## src/rtl/sequenciador_notas_param.sv

```systemverilog
// Parametrised note sequencer: records key presses with beat durations,
// plays them back, and grades the player against them in training mode.
module sequenciador_notas_param #(
    parameter int NUM_TECLAS    = 12,
    parameter int DEPTH         = 32,
    parameter int TEMPO_W       = 4,
    parameter int TIMEOUT_BEATS = 8,
    localparam int AW = $clog2(DEPTH),
    localparam int NW = $clog2(NUM_TECLAS + 1)
) (
    input  logic                  clock,
    input  logic                  reset,
    input  logic [1:0]            modo,
    input  logic                  iniciar,
    input  logic                  parar,
    input  logic                  pulso_metro,
    input  logic [NUM_TECLAS-1:0] botoes,
    output logic [NUM_TECLAS-1:0] leds,
    output logic [NW-1:0]         nota_out,
    output logic                  toca,
    output logic                  acerto,
    output logic                  erro,
    output logic                  ocupado,
    output logic                  fim,
    output logic [AW:0]           num_notas,
    output logic [AW-1:0]         endereco
);

    localparam int MW  = NW + TEMPO_W;
    localparam int TBW = $clog2(TIMEOUT_BEATS + 1);
    localparam int CW  = (TEMPO_W > TBW) ? TEMPO_W : TBW;

    localparam logic [TEMPO_W-1:0] DUR_MAX = {TEMPO_W{1'b1}};
    localparam logic [AW:0]        DEPTH_N = (AW + 1)'(DEPTH);
    localparam logic [CW-1:0]      TMO     = CW'(TIMEOUT_BEATS);

    typedef enum logic [2:0] {
        OCIOSO,
        G_ESPERA,
        G_NOTA,
        T_LE,
        T_TOCA,
        T_ESPERA,
        FIM
    } estado_t;

    estado_t            r_estado;
    logic [1:0]         r_modo;
    logic               r_any_prev;
    logic [NW-1:0]      r_code;
    logic [TEMPO_W-1:0] r_dur;
    logic [CW-1:0]      r_cnt;
    logic [AW-1:0]      r_addr;
    logic [AW:0]        r_num;
    logic               r_acerto;
    logic               r_erro;
    logic [MW-1:0]      r_rdata;
    logic [MW-1:0]      r_mem [DEPTH];

    logic [NW-1:0]      w_code;
    logic               w_any;
    logic               w_press;
    logic [TEMPO_W-1:0] w_dur_inc;
    logic [TEMPO_W-1:0] w_dur_nx;
    logic [TEMPO_W-1:0] w_dur_wr;
    logic               w_we;
    logic [MW-1:0]      w_wdata;
    logic [NW-1:0]      w_rd_code;
    logic [TEMPO_W-1:0] w_rd_dur;
    logic               w_last;
    logic [CW-1:0]      w_cnt_inc;
    logic               w_start;
    logic [NW-1:0]      w_show;

    // Lowest-index key wins when several are held.
    always_comb begin
        w_code = '0;
        for (int i = NUM_TECLAS - 1; i >= 0; i--) begin
            if (botoes[i]) w_code = NW'(i + 1);
        end
    end

    assign w_any     = |botoes;
    assign w_press   = w_any & ~r_any_prev;
    assign w_dur_inc = (r_dur == DUR_MAX) ? r_dur : r_dur + 1'b1;
    assign w_dur_nx  = pulso_metro ? w_dur_inc : r_dur;
    assign w_dur_wr  = (w_dur_nx == '0) ? TEMPO_W'(1) : w_dur_nx;
    assign w_we      = (r_estado == G_NOTA) && !w_any && !parar;
    assign w_wdata   = {r_code, w_dur_wr};
    assign w_rd_code = r_rdata[MW-1:TEMPO_W];
    assign w_rd_dur  = r_rdata[TEMPO_W-1:0];
    assign w_last    = ((AW + 1)'(r_addr) == r_num - 1'b1);
    assign w_cnt_inc = r_cnt + 1'b1;
    assign w_start   = iniciar && !parar &&
                       (r_estado == OCIOSO || r_estado == FIM);

    always_ff @(posedge clock) begin
        if (w_we) r_mem[r_addr] <= w_wdata;
        r_rdata <= r_mem[r_addr];
    end

    always_ff @(posedge clock or negedge reset) begin
        if (!reset) begin
            r_estado   <= OCIOSO;
            r_modo     <= 2'b00;
            r_any_prev <= 1'b0;
            r_code     <= '0;
            r_dur      <= '0;
            r_cnt      <= '0;
            r_addr     <= '0;
            r_num      <= '0;
            r_acerto   <= 1'b0;
            r_erro     <= 1'b0;
        end else begin
            r_any_prev <= w_any;
            r_acerto   <= 1'b0;
            r_erro     <= 1'b0;
            if (parar) begin
                r_estado <= OCIOSO;
            end else if (w_start) begin
                r_modo <= modo;
                r_addr <= '0;
                r_cnt  <= '0;
                case (modo)
                    2'b01: begin
                        r_num    <= '0;
                        r_estado <= G_ESPERA;
                    end
                    2'b10, 2'b11: r_estado <= (r_num == '0) ? FIM : T_LE;
                    default:      r_estado <= OCIOSO;
                endcase
            end else begin
                case (r_estado)
                    G_ESPERA: begin
                        if (w_press) begin
                            r_code   <= w_code;
                            r_dur    <= pulso_metro ? TEMPO_W'(1) : '0;
                            r_estado <= G_NOTA;
                        end
                    end
                    G_NOTA: begin
                        if (!w_any) begin
                            r_addr   <= r_addr + 1'b1;
                            r_num    <= r_num + 1'b1;
                            r_estado <= (r_num + 1'b1 == DEPTH_N) ? FIM : G_ESPERA;
                        end else begin
                            r_dur <= w_dur_nx;
                        end
                    end
                    T_LE: begin
                        r_cnt    <= '0;
                        r_estado <= (r_modo == 2'b11) ? T_ESPERA : T_TOCA;
                    end
                    T_TOCA: begin
                        if (pulso_metro) begin
                            if (w_cnt_inc == CW'(w_rd_dur)) begin
                                r_cnt <= '0;
                                if (w_last) begin
                                    r_estado <= FIM;
                                end else begin
                                    r_addr   <= r_addr + 1'b1;
                                    r_estado <= T_LE;
                                end
                            end else begin
                                r_cnt <= w_cnt_inc;
                            end
                        end
                    end
                    T_ESPERA: begin
                        if (w_press) begin
                            r_cnt <= '0;
                            if (w_code == w_rd_code) begin
                                r_acerto <= 1'b1;
                                if (w_last) begin
                                    r_estado <= FIM;
                                end else begin
                                    r_addr   <= r_addr + 1'b1;
                                    r_estado <= T_LE;
                                end
                            end else begin
                                r_erro <= 1'b1;
                            end
                        end else if (pulso_metro) begin
                            if (w_cnt_inc == TMO) begin
                                r_erro   <= 1'b1;
                                r_estado <= FIM;
                            end else begin
                                r_cnt <= w_cnt_inc;
                            end
                        end
                    end
                    default: ;
                endcase
            end
        end
    end

    // Note shown: held key while recording, memory entry while replaying.
    always_comb begin
        case (r_estado)
            G_NOTA:           w_show = r_code;
            T_TOCA, T_ESPERA: w_show = w_rd_code;
            default:          w_show = '0;
        endcase
    end

    always_comb begin
        for (int i = 0; i < NUM_TECLAS; i++) begin
            leds[i] = (w_show == NW'(i + 1));
        end
    end

    assign nota_out  = w_show;
    assign toca      = (r_estado == T_TOCA);
    assign acerto    = r_acerto;
    assign erro      = r_erro;
    assign ocupado   = (r_estado != OCIOSO) && (r_estado != FIM);
    assign fim       = (r_estado == FIM);
    assign num_notas = r_num;
    assign endereco  = r_addr;

endmodule

```

## config.mk

```make
export PLATFORM = sky130hd
export DESIGN_NAME = sequenciador_notas_param
export DESIGN_NICKNAME = d
export VERILOG_FILES = /design/src/rtl/sequenciador_notas_param.sv
export SDC_FILE = /design/constraint.sdc
export NUM_CORES = 1
export LEC_CHECK = 0
export ABC_AREA = 1
export BUFFER_PORTS_ARGS = -buffer_cell sky130_fd_sc_hd__buf_2
export CORE_UTILIZATION = 55
export DETAILED_ROUTE_END_ITERATION = 12
export PLACE_DENSITY = 0.73
export SLEW_MARGIN = 10
export SYNTH_ARGS = -nofsm -noshare
export SYNTH_HDL_FRONTEND = slang
export SYNTH_SLANG_ARGS = --single-unit
```

## constraint.sdc

```tcl
create_clock -name clock -period 11.1 [get_ports clock]
set_input_delay 0.555 -clock clock [delete_from_list [all_inputs] [get_ports clock]]
set_output_delay 0.555 -clock clock [all_outputs]
set_load 0.005 [all_outputs]
```

After elaboration in Yosys (flattened, before gate mapping)
Memories as Yosys holds them, arrays and structs flattened. A register that Yosys moved wholly into a read port is not among the register bits.
Cells that the tools add are included.

storage, ports and cells
  memory bits (writable) = 256
  memories = 1
  output and inout bits = 32
  word-level logic and storage cells = 163
  flip-flop bits (word level) = 31
  bits of input ports = 19

memories
  name   words  width  read ports  clocked after Yosys merged registers in  wr ports  RTL line  source
  r_mem  32     8      1           1                                        1         58        logic [MW-1:0] r_mem [DEPTH];

cells by class
  add/sub/neg operators = 5
  reduce and logical (&&, ||, !) cells = 27
  bitwise operators = 4
  equality and inequality tests = 47
  muxes and demuxes = 69

operators with widths
  kind                                                 number
  two-way mux 4 bit                                    23
  two-way mux 3 bit                                    13
  two-way mux 5 bit                                    7
  equality test 4 bit, second input constant           7
  two-way mux 6 bit                                    4
  equality test 4 x 3 -> 1 bit, second input constant  4
  two-way mux 1 bit                                    16
  != test 4 bit, second input constant                 4
  case mux 4 bit (2 select lines)                      2
  != test 5 bit, second input constant                 3
  case mux 3 bit (5 select lines)                      1
  case mux 5 bit (3 select lines)                      1
  != test 3 bit, second input constant                 4
  case mux 4 bit (3 select lines)                      1
  OR reduction 12 bit                                  1
  AND reduction 5 bit                                  2
  equality test 3 bit, second input constant           3
  adder 4 x 1 -> 4 bit, second input constant          2
  equality test 4 x 2 -> 1 bit, second input constant  2
  equality test 4 bit                                  2
  AND reduction 4 bit                                  2
  AND reduction 8 bit                                  1
  nonzero test 4 bit                                   2
  AND reduction 7 bit                                  1
  other kinds (30)                                     44

Logic depth before layout (Yosys ltp)
  word-level depth = 18
  mapped depth = 17
  gate-level depth less buffers = 17

Worst setup path after synthesis
No wires, ideal clock.

  kind = register -> register
  start = reg r_dur[0]
  end = mem r_mem[0][0] in the netlist's numbering, data pin
  buffers on the path = 0
  setup slack = 7.487 ns
  library setup time = 0.467 ns
  data arrival time = 3.146 ns
  stages on the path, launching flop included = 7
  required time = 10.633 ns
  period minus slack after synthesis = 3.613 ns
  cell sequence = dfrtp_1 ha_1 nand2_1 inv_1 o21ai_0 o21ai_0 o31ai_1

on the way
  word-level cells in the longest chain between the ends = 5
  elaborated cells between the ends (all ways) = 6
  those cells by class = 1 x add/sub; 1 x eq/ne; 3 x mux; 1 x reduce/logical

ends and longest elaborated chain
  item                                                                RTL line  source
  start: declaration                                                  51        logic [TEMPO_W-1:0] r_dur;
  start signal: assignment                                            137       r_dur <= pulso_metro ? TEMPO_W'(1) : '0;
  start signal: assignment                                            147       r_dur <= w_dur_nx;
  adder 4 x 1 -> 4 bit / equality test 4 bit (equally long branches)  85        assign w_dur_inc = (r_dur == DUR_MAX) ? r_dur : r_dur + 1'b1;
  two-way mux 4 bit                                                   85
  two-way mux 4 bit *                                                 86        assign w_dur_nx = pulso_metro ? w_dur_inc : r_dur;
  zero test 4 bit                                                     87        assign w_dur_wr = (w_dur_nx == '0) ? TEMPO_W'(1) : w_dur_nx;
  two-way mux 4 bit *                                                 87
  net w_dur_wr[0]                                                     65        logic [TEMPO_W-1:0] w_dur_wr;
  end: declaration                                                    58

Mark *: on every way through the listed nets, which the timed path passes. The rest lies on a longest branch.

Worst setup path in the final report
  start = reg r_addr[0] (netlist: endereco[0])
  end = mem r_mem[23][7] in the netlist's numbering (enable)

RTL lines
  item                      RTL line  source
  start: declaration        53        logic [AW-1:0] r_addr;
  start signal: assignment  143       r_addr <= r_addr + 1'b1;
  start signal: assignment  161       r_addr <= r_addr + 1'b1;
  start signal: assignment  177       r_addr <= r_addr + 1'b1;

Straight into the memory's write port.

==> impl_metrics.csv <==
group,metric,value,unit
timing,maxSlewViolCount,0,
clock_tree,cts.sinks,295,
synth,synth_nets,1168,
timing,tns,0,ns
synth,syn-cell-area,0.0127,mm^2
final_layout,drive_gt1_frac,0.123,
clock_tree,cts_setup_buffers,0,
floorplanning,io_pins,51,
timing,max_slew.worst_pin.slew,1.18,ns
timing,final_critical_path_setup_slack,7.82,ns
placement,gp_congestion,0.934,
power,peakVddDrop,163,uV
timing,layout_min_cycle_time,3.28,ns
setup_path,cp.required,11.29,ns
global_routing,grt_pass1_vias,8235,
floorplanning,fp.dieW,154,um
synth,ys_ff_latch,295,
placement,place.port_buffers,50,
detailed_routing,route.antenna.remaining_nets,0,
synth,synth_edf_count,256,
floorplanning,rows,55,
power,power.density,238,mW/mm^2
setup_path,cp-end-kind,"flip-flop",
status,status,"finished, final reports clean",
final_layout,area_growth_syn_to_layout,11.5,%
floorplanning,initial_utilization,0.560,
clock_tree,clock_tree.buffer_depth,3,
final_layout,nNetsFinal,1213,
synth,syn_inst,1139,
synth,yosysWarnings,0,
clock_tree,htreeDepth,1,
timing,slew_headroom,0.215,
setup_path,crit_slowest_cell,"dfrtp_4",
timing,finalSetupViolations,0,
flow_run,drv_cap,0,
synth,synth_top_cell_by_area,"edfxtp_1",
global_routing,grt.overflow.total,0,
setup_path,crit_chain,"buf_4 > ha_1 > nand2_1 > nor2_1",
global_routing,grtUsageTotal,0.253,
timing,fin_skew,0.0124,ns
clock_tree,clkTransAtPathRegs,0.06,ns
final_layout,instances_no_fill,1490,
timing,rsz0062_at_grt,"false",
timing,hold_viol_final,0,
final_layout,antennaDiodeCount,0,
detailed_routing,drtPass1Iterations,5,
global_routing,grt_pass1_wl,45900,um
clock_tree,cts_tree,"yes",
detailed_routing,route.detailed.drc,0,
placement,dp.cells,1438,
global_routing,antenna_found_initial,0,
min_path,hp-class,"primary input to asynchronous set/reset pin",
floorplanning,die_area,0.0237,mm^2
synth,synth-seq-area-share,0.680,
placement,pre_cts_ws,7.88,ns
setup_path,critical-path-top-delay-family,"simple AND/OR/NAND/NOR gates",
setup_path,slowest_delay,0.74,ns
detailed_routing,num_vias,8844,
setup_path,critPathLaunchType,"flip-flop",
detailed_routing,wl_per_cell,19.8,um
final_layout,final_common_cell,"edfxtp_1",
synth,yosys-top-cells-area,"edfxtp_1 61%, nor2_1 6.3%, dfrtp_1 6.1%",
synth,syn_avg_cell_area,11.1,um^2
clock_tree,cts-root-buf,"clkbuf_16",
power,power_leakage,0.00497,uW
detailed_routing,drt_iter0_markers,1006,
setup_path,cp_data_arrival_time,3.47,ns
clock_tree,cts_made_buffers,29,
synth,synth_top_flop_cell,"edfxtp_1",
clock_tree,ctsHoldBuffers,0,
final_layout,final_cell_mix,"256 x edfxtp_1, 212 x nor2_1, 138 x o21ai_0",
synth,ys_async_sr_fraction,0.105,
detailed_routing,totalWireLength,29500,um
clock_tree,cts_resized,0,
setup_path,critPathKind,"flip-flop to flip-flop",
synth,synth_cell_types,41,
setup_path,cp_num_buf_inv,1,
global_routing,grt_start_max_net_pins,96,
floorplanning,core_area,0.0226,mm^2
timing,max_freq,305,MHz
placement,hpwlAfterDp,17900,um
timing,fin_crit_sh,0.295,
detailed_routing,viasPerCell,5.94,
setup_path,cp_max_fo,86,
clock_tree,clock_latency,0.57,ns
floorplanning,die_h,154,um
synth,synth.top_cell.area_share,0.606,
## path summary, 6_finish.rpt
path / to / depth (start not counted) / from / slack, ns
worst min register to register: r_modo[1]$_DFFE_PN0P_ / 2 / r_modo[1]$_DFFE_PN0P_ / 0.54
min in group clock: r_modo[0]$_DFFE_PN0P_ / 3 / modo[0] / 0.25
worst max-delay path: r_mem[23][7]$_DFFE_PP_ / 4 / endereco[0]$_DFFE_PN0P_ / 7.82
worst min-delay path: num_notas[1]$_DFFE_PN0P_ / 1 / reset / 0.04
worst max register to register: r_mem[23][7]$_DFFE_PP_ / 4 / endereco[0]$_DFFE_PN0P_ / 7.82
max in group asynchronous: endereco[0]$_DFFE_PN0P_ / 1 / reset / 10.52
## area by class of cell
type,count,area [um^2]
fillers,1753,8490
clock buffers,31,733
inverters,82,310
repair buffers,60,325
clock inverters,21,203
flip-flops and latches,295,8630
well taps,285,357
multi-input cells,716,3600
## report_power, final
part           internal (uW)  total, uW  switching (uW)
combinational            293        961             668
sequential              1330       1440             108
clock                    550        966             416
## sequential cells by signal (all words and copies together), names as in the netlist, 2 cells and up
| register | flops |
|---|---|
| r_modo | 2 |
| r_code | 4 |
| r_mem | 256 |
| r_cnt | 4 |
| r_dur | 4 |
| r_estado | 3 |
| r_rdata | 8 |
| num_notas | 6 |
| endereco | 5 |
## metrics by stage
stage	power [uW]	cell area (um^2)	hold WS, ns	utilization
after floorplan	2070	12700	0.259	-
after global placement	2390	13200	0.521	0.584
after detailed placement	2410	13200	0.536	0.584
after CTS	3360	14200	0.0693	0.625
after global routing	3530	14200	0.105	0.625
final	3370	14200	0.0437	0.625
## layer usage
layer  up-vias  GRT usage  share of wire
met3        70     0.0352          0.079
met1      4229      0.353           0.42
li1       4136          -              -
met2       409      0.410           0.47
met4         0     0.0881          0.035
met5         -          0              0
## cells in the mapped netlist (2+ instances only)
library cell / number
o21ai_1: 15
nor2_2: 7
nand2_2: 3
buf_2: 14
xor2_1: 10
nand2_1: 137
o21ai_0: 139
nor3_2: 3
inv_1: 66
nand3b_1: 2
xnor2_1: 5
dfrtp_1: 31
nor2_4: 2
nand3_2: 2
inv_2: 15
edfxtp_1: 256
nand3_1: 43
a221oi_1: 16
nor2_1: 212
nand4_1: 7
a22o_1: 8
ha_1: 10
o22ai_1: 68
dfxtp_1: 8
o21a_1: 2
nor3_1: 9
a21oi_1: 5
clkbuf_1: 30
o22ai_2: 2
## logic make-up after synthesis
| logic type | count (synthesis) | share of synthesized area |
|---|---|---|
| adders and majority gates | 10 | 0.00986 |
| xor gates and xnor gates | 15 | 0.0104 |
| AOI/OAI and AO/OA | 259 | 0.118 |
| and+or+nand+nor | 432 | 0.142 |
| DFF | 295 | 0.680 |
| buffers and inverters | 128 | 0.0396 |
Note: power is estimated with default switching activity, not from simulation.
